File: src/rtl/hqm_system_mem_pg_seq_2048x16.sv
// Power-gating sequencer and access gate for the hqm_system 2048x16 SRAM.
// Owns the isolation / power-enable handshake and stalls client traffic until the array is usable.
module hqm_system_mem_pg_seq_2048x16 #(
  parameter int RD_LAT     = 1,
  parameter int SETTLE_CYC = 4,
  parameter int PG_TIMEOUT = 255
) (
  input  logic        clk,
  input  logic        clk_rst_n,
  input  logic        pwr_down_req,
  output logic        pwr_is_on,
  output logic        pg_err,
  input  logic        cl_re,
  input  logic        cl_we,
  input  logic [10:0] cl_addr,
  input  logic [15:0] cl_wdata,
  output logic        cl_rdy,
  output logic        cl_rvalid,
  output logic [15:0] cl_rdata,
  output logic        mem_re,
  output logic        mem_we,
  output logic [10:0] mem_addr,
  output logic [15:0] mem_wdata,
  input  logic [15:0] mem_rdata,
  output logic        mem_pgcb_isol_en,
  output logic        mem_pwr_enable_b_in,
  input  logic        mem_pwr_enable_b_out
);

  // state  | meaning
  // OFF    | array unpowered and isolated; waits for power-up request
  // PWRUP  | power enable driven, waiting for power-good echo
  // SETTLE | powered but still isolated for SETTLE_CYC cycles
  // ON     | de-isolated, client accesses forwarded
  // DRAIN  | no new accesses, waiting for outstanding reads to return
  // ISOL   | isolation re-asserted for one cycle before power removal
  // PWRDN  | power enable released, waiting for echo to follow
  typedef enum logic [2:0] {
    ST_OFF, ST_PWRUP, ST_SETTLE, ST_ON, ST_DRAIN, ST_ISOL, ST_PWRDN
  } state_t;

  localparam logic [3:0]  SETTLE_LOAD = 4'(SETTLE_CYC - 1);
  localparam logic [15:0] TMO_LOAD    = 16'(PG_TIMEOUT);

  state_t            state;
  logic [3:0]        settle_cnt;
  logic [15:0]       tmo_cnt;
  logic [RD_LAT-1:0] rd_pipe;
  logic              fwd;
  logic              tmo_hit;

  assign cl_rdy    = (state == ST_ON) && !pwr_down_req;
  assign mem_we    = cl_we & cl_rdy;
  assign mem_re    = cl_re & ~cl_we & cl_rdy;
  assign fwd       = mem_we | mem_re;
  assign mem_addr  = fwd ? cl_addr : '0;
  assign mem_wdata = fwd ? cl_wdata : '0;
  assign cl_rvalid = rd_pipe[RD_LAT-1];
  assign cl_rdata  = cl_rvalid ? mem_rdata : '0;
  assign tmo_hit   = (tmo_cnt == 16'd1);

  always_ff @(posedge clk or negedge clk_rst_n) begin
    if (!clk_rst_n) begin
      rd_pipe <= '0;
    end else begin
      rd_pipe <= RD_LAT'({rd_pipe, mem_re});
    end
  end

  // Outputs are updated together with the transition so they always reflect the current state.
  always_ff @(posedge clk or negedge clk_rst_n) begin
    if (!clk_rst_n) begin
      state               <= ST_OFF;
      mem_pgcb_isol_en    <= 1'b1;
      mem_pwr_enable_b_in <= 1'b1;
      pwr_is_on           <= 1'b0;
      pg_err              <= 1'b0;
      settle_cnt          <= '0;
      tmo_cnt             <= '0;
    end else begin
      case (state)
        ST_OFF: begin
          if (!pwr_down_req) begin
            state               <= ST_PWRUP;
            mem_pwr_enable_b_in <= 1'b0;
            tmo_cnt             <= TMO_LOAD;
          end
        end
        ST_PWRUP: begin
          if (!mem_pwr_enable_b_out) begin
            state      <= ST_SETTLE;
            settle_cnt <= SETTLE_LOAD;
            tmo_cnt    <= '0;
          end else if (tmo_cnt != '0) begin
            tmo_cnt <= tmo_cnt - 16'd1;
            if (tmo_hit) pg_err <= 1'b1;
          end
        end
        ST_SETTLE: begin
          if (settle_cnt == '0) begin
            state            <= ST_ON;
            mem_pgcb_isol_en <= 1'b0;
            pwr_is_on        <= 1'b1;
          end else begin
            settle_cnt <= settle_cnt - 4'd1;
          end
        end
        ST_ON: begin
          if (pwr_down_req) begin
            state     <= ST_DRAIN;
            pwr_is_on <= 1'b0;
          end
        end
        ST_DRAIN: begin
          if (rd_pipe == '0) begin
            state            <= ST_ISOL;
            mem_pgcb_isol_en <= 1'b1;
          end
        end
        ST_ISOL: begin
          state               <= ST_PWRDN;
          mem_pwr_enable_b_in <= 1'b1;
          tmo_cnt             <= TMO_LOAD;
        end
        ST_PWRDN: begin
          if (mem_pwr_enable_b_out) begin
            state   <= ST_OFF;
            tmo_cnt <= '0;
          end else if (tmo_cnt != '0) begin
            tmo_cnt <= tmo_cnt - 16'd1;
            if (tmo_hit) pg_err <= 1'b1;
          end
        end
        default: begin
          state               <= ST_OFF;
          mem_pgcb_isol_en    <= 1'b1;
          mem_pwr_enable_b_in <= 1'b1;
          pwr_is_on           <= 1'b0;
        end
      endcase
    end
  end

endmodule

File: config.mk
export PLATFORM = sky130hd
export DESIGN_NAME = hqm_system_mem_pg_seq_2048x16
export DESIGN_NICKNAME = d
export VERILOG_FILES = /design/src/rtl/hqm_system_mem_pg_seq_2048x16.sv
export SDC_FILE = /design/constraint.sdc
export NUM_CORES = 1
export LEC_CHECK = 0
export CORE_MARGIN = 2
export CORE_UTILIZATION = 41
export DETAILED_ROUTE_END_ITERATION = 7
export PLACE_DENSITY = 0.82
export SYNTH_ARGS = -nofsm -noshare
export SYNTH_HDL_FRONTEND = slang
export SYNTH_SLANG_ARGS = --single-unit
File: constraint.sdc
create_clock -name clk -period 1.95 [get_ports clk]
set_input_delay 0.39 -clock clk [delete_from_list [all_inputs] [get_ports clk]]
set_output_delay 0.39 -clock clk [all_outputs]
set_load 0.01 [all_outputs]
==> reports/metrics.cfg <==
[outcome]
outcome=finished with violations
failed_checks=negative setup slack

[critical_path]
crit_path_max_incr_delay_ns=0.43
arrival_ns=1.60
rrSetupSlack_ns=0.08
path_cells=nor3_4, o21a_1, buf_6, buf_6, and2_4, buf_6
worstReg2RegEnd=tmo_cnt[14]$_DFFE_PN0P_
cp_common_cell=sky130_fd_sc_hd__buf_6
timing_worst_setup_path_type=reg -> out
cp_num_buf_inv=3
timing.reg2reg.worst_path_depth=6
critical_path_fanout_max=8
critical_path.startpoint_type=register
timing.critical_path.max_delay_family=flip-flops
setup.worst_path.start=state[2]$_DFFE_PN0P_
crit_reg_reg_startpoint=state[2]$_DFFE_PN0P_
timing.critical_path.slowest_stage_cell=sky130_fd_sc_hd__dfrtp_1
critPathRequiredTime_ns=1.56
crit_end_category=output pin

[floorplan]
area_of_the_core_region_um2=4720
die_area_um2=5500
die_width_um=74.2
rows=25
die_h_um=74.2
boundaryPins=100
initial_core_utilization_pct=42.7

[sta]
fin_worst_skew_ns=0.0105
clock_period_minus_worst_slack_ns=1.99
maxClockFrequency_mhz=502
finalHoldViolations=0
final.period_utilization_pct=102
report.final.slew_viol_count=0
grt_setup_unrepaired=true
holdWs_ns=0.470
max_slew_margin_pct=75.3
tightest_slew_ns=0.367
setup_viol=18
timing.final.ws_setup_ns=-0.0440

[synthesis]
synthCells=229
leading_area_contributor_after_synthesis=sky130_fd_sc_hd__dfrtp_1
synthXorXnorAreaFrac_pct=1.30
synthAdderAreaFrac_pct=3.10
netlist_top_cells_area=sky130_fd_sc_hd__dfrtp_1 32%, sky130_fd_sc_hd__and2_1 14%, sky130_fd_sc_hd__a21oi_1 4.2%, sky130_fd_sc_hd__o21ai_0 3.5%, sky130_fd_sc_hd__ha_1 3.1%
netlist.area_leader.share_pct=32.2
post_synth_instance_area_um2=2020
synthesis.area_per_instance_um2=8.81
dominant_combinational_cell_family_by_area_after_synthesis=simple AND/OR/NAND/NOR gates
synth_compound_gate_area_share_pct=20.3
post_synth_mux_area_share_pct=1.49
synth.ff_latch_count=28
synth-main-ff-cell=sky130_fd_sc_hd__dfrtp_1
async_reset_ff_share_pct=100
synth.yosys.seq_area_share_pct=34.8
synthesis.yosys.warnings=0
synth-edff-count=0
synth_cell_types=58
syn_nets=283
synthSimpleGateAreaFrac_pct=35.2

[grt]
met1_track_demand_over_resource_in_global_routing_pct=27.9
highest_utilization_routing_layer_at_the_global_route_stage=met2
antenna_violations_before_repair=0
maximum_number_of_pins_on_one_net_before_global_route_repair=29
m3_gr_usage_pct=4.34
globalRoute.totalOverflow=0
global_route_usage_over_all_layers_pct=21.8
grt_first_pass_wirelength_mm=9.45
use_met2_pct=38.6
first_global_vias=2047

[final_layout]
nNetsFinal=409
antenna-diode-count=0
post_layout_nonfiller_instances=421
proportion_of_layout_cells_with_a_drive_suffix_above_1_pct=29.7
fin_util_pct=73.2
areaGrowthSynthToFinish_pct=71.3

[cts]
clock_sinks=28
cts_root_buffer=sky130_fd_sc_hd__clkbuf_8
tritoncts_buffers=3
clkSlewWorstSetupHoldPaths_ns=0.11
maximum_root_to_sink_buffer_count=2
worst_skew_pair.late_latency_ns=0.28
clock_tree_from_tritoncts=yes
cts_max_level=1
cts-hold-fix-buffers=0

[drt]
post-route-drc-count=0
postRouteAntennaNets=0
vias_per_cell=5.28
detailedRoute.firstIterationViolations=126
routedWlPerCell_um=15.6
detail_route.wirelength_mm=6.56
total_via_count_after_detailed_routing=2221
first_pass_iters=4

[worst_hold_path]
worstHoldPathType=in -> async

[flow_run]
max_cap_viol_count=0

[placed_design]
place_congestion=0.830
io_buffer_count=99
placed_cells_incl_taps=407
place_hpwl_mm=4.57

[power]
p_leak_nw=1.56
peakVddDrop_mv=0.750
total_power_mw=3.56
power_density_nw_per_um2=1030

layout by cell type, fill, tap and decap left out, drive strengths merged, types with 2 or more instances in the layout:
| master | n |
|---|---|
| mux2i | 3 |
| o21a | 4 |
| nor3 | 4 |
| nand3 | 5 |
| dlygate4sd2 | 3 |
| inv | 4 |
| nor2 | 14 |
| o22a | 4 |
| o22ai | 5 |
| nand4b | 2 |
| buf | 59 |
| nand2b | 8 |
| dfstp | 2 |
| nor4 | 4 |
| xor2 | 3 |
| or3 | 4 |
| o31a | 2 |
| nand2 | 11 |
| ha | 5 |
| clkbuf | 4 |
| clkdlybuf4s50 | 68 |
| a21oi | 17 |
| nand3b | 2 |
| o21ai | 15 |
| dfrtp | 26 |
| and2 | 46 |
| nand4 | 2 |
| a211oi | 2 |
| nor3b | 2 |
| and3 | 2 |
| or4 | 2 |
worst reg2reg max path: cells and delay by family, from the launching register on:
kind | cells | cell delay (ns)
AO/OA/AOI/OAI | 3 | 0.59
buffers and inverters | 1 | 0.21
flip-flops | 1 | 0.43
AND/OR/NAND/NOR | 2 | 0.58
stage by stage:
stage	setup TNS (ns)	setup WS [ns]	cell area (µm²)
3_3_place_gp	-13.48	-0.438	3200
6_report	-0.406	-0.0440	3460
5_1_grt	-2.49	-0.123	3460
4_1_cts	-0.146	-0.0226	3220
3_5_place_dp	-15.08	-0.484	3200
2_1_floorplan	0	0.00986	2020
cells by family (layout without fill, tap and decap cells):
logic type / after synthesis / count (layout)
simple gates: 114 / 114
flops: 28 / 28
mux: 3 / 3
xor+xnor: 3 / 3
compound gates: 61 / 61
fa+ha+maj: 5 / 5
buf+inv: 15 / 140
what timing repair did:
item	CTS	global route
buffers inserted	3	5
endpoints found under the setup margin	48	48
gates resized for setup	125	47
pin swaps	3	23
cloned	3	0
report_power, final:
part	leakage (nW)	switching [mW]	internal [mW]
Combinational	1.18	1.05	1.05
Clock	0.0357	0.195	0.275
Sequential	0.347	0.195	0.788
Total	1.56	1.44	2.11
state kept, by name, indices dropped and copies added, names as in the netlist:
signal,cells
mem_pwr_enable_b_in,1
pwr_is_on,1
cl_rvalid,1
pg_err,1
tmo_cnt,16
settle_cnt,4
state,3
mem_pgcb_isol_en,1
worst max-delay path by stage:
stage | end | slack, ns | cells past startpoint
6_report | mem_addr[4] | -0.04 | 6
5_1_grt | mem_wdata[14] | -0.12 | 6
4_1_cts | mem_wdata[9] | -0.02 | 7
3_5_place_dp | mem_addr[1] | -0.48 | 6
3_3_place_gp | mem_addr[4] | -0.44 | 6
2_1_floorplan | mem_addr[5] | 0.01 | 6
cell usage after synthesis, drive strengths merged (2+ instances only):
master	number
dfstp	2
nand4	2
or4	2
clkbuf	6
o21ai	15
xor2	3
mux2i	3
ha	5
nand2	11
buf	5
and2	46
o22ai	5
o21a	4
or3	4
o22a	4
nor3b	2
o31a	2
nand4b	2
nor3	4
nand3b	2
nor4	4
a21oi	17
nand2b	8
nor2	14
and3	2
dfrtp	26
nand3	5
a211oi	2
inv	4
routing by layer:
metal	vias up	wire length [µm]	share of wire, %
li1	1070	-	-
met1	1058	2600	40
met2	85	3500	53
met3	8	368	5.6
met4	0	91	1.4
met5	-	0	0
final cells by class:
class,count,area (µm²)
clock buffer,3,41.3
fill,334,1270
tap,67,83.8
timing repair buffer,132,1260
inverter,4,15.0
multi-input combinational,186,1330
clock inverter,1,30.0
sequential,28,704
Note: power is estimated with default switching activity, not from simulation.
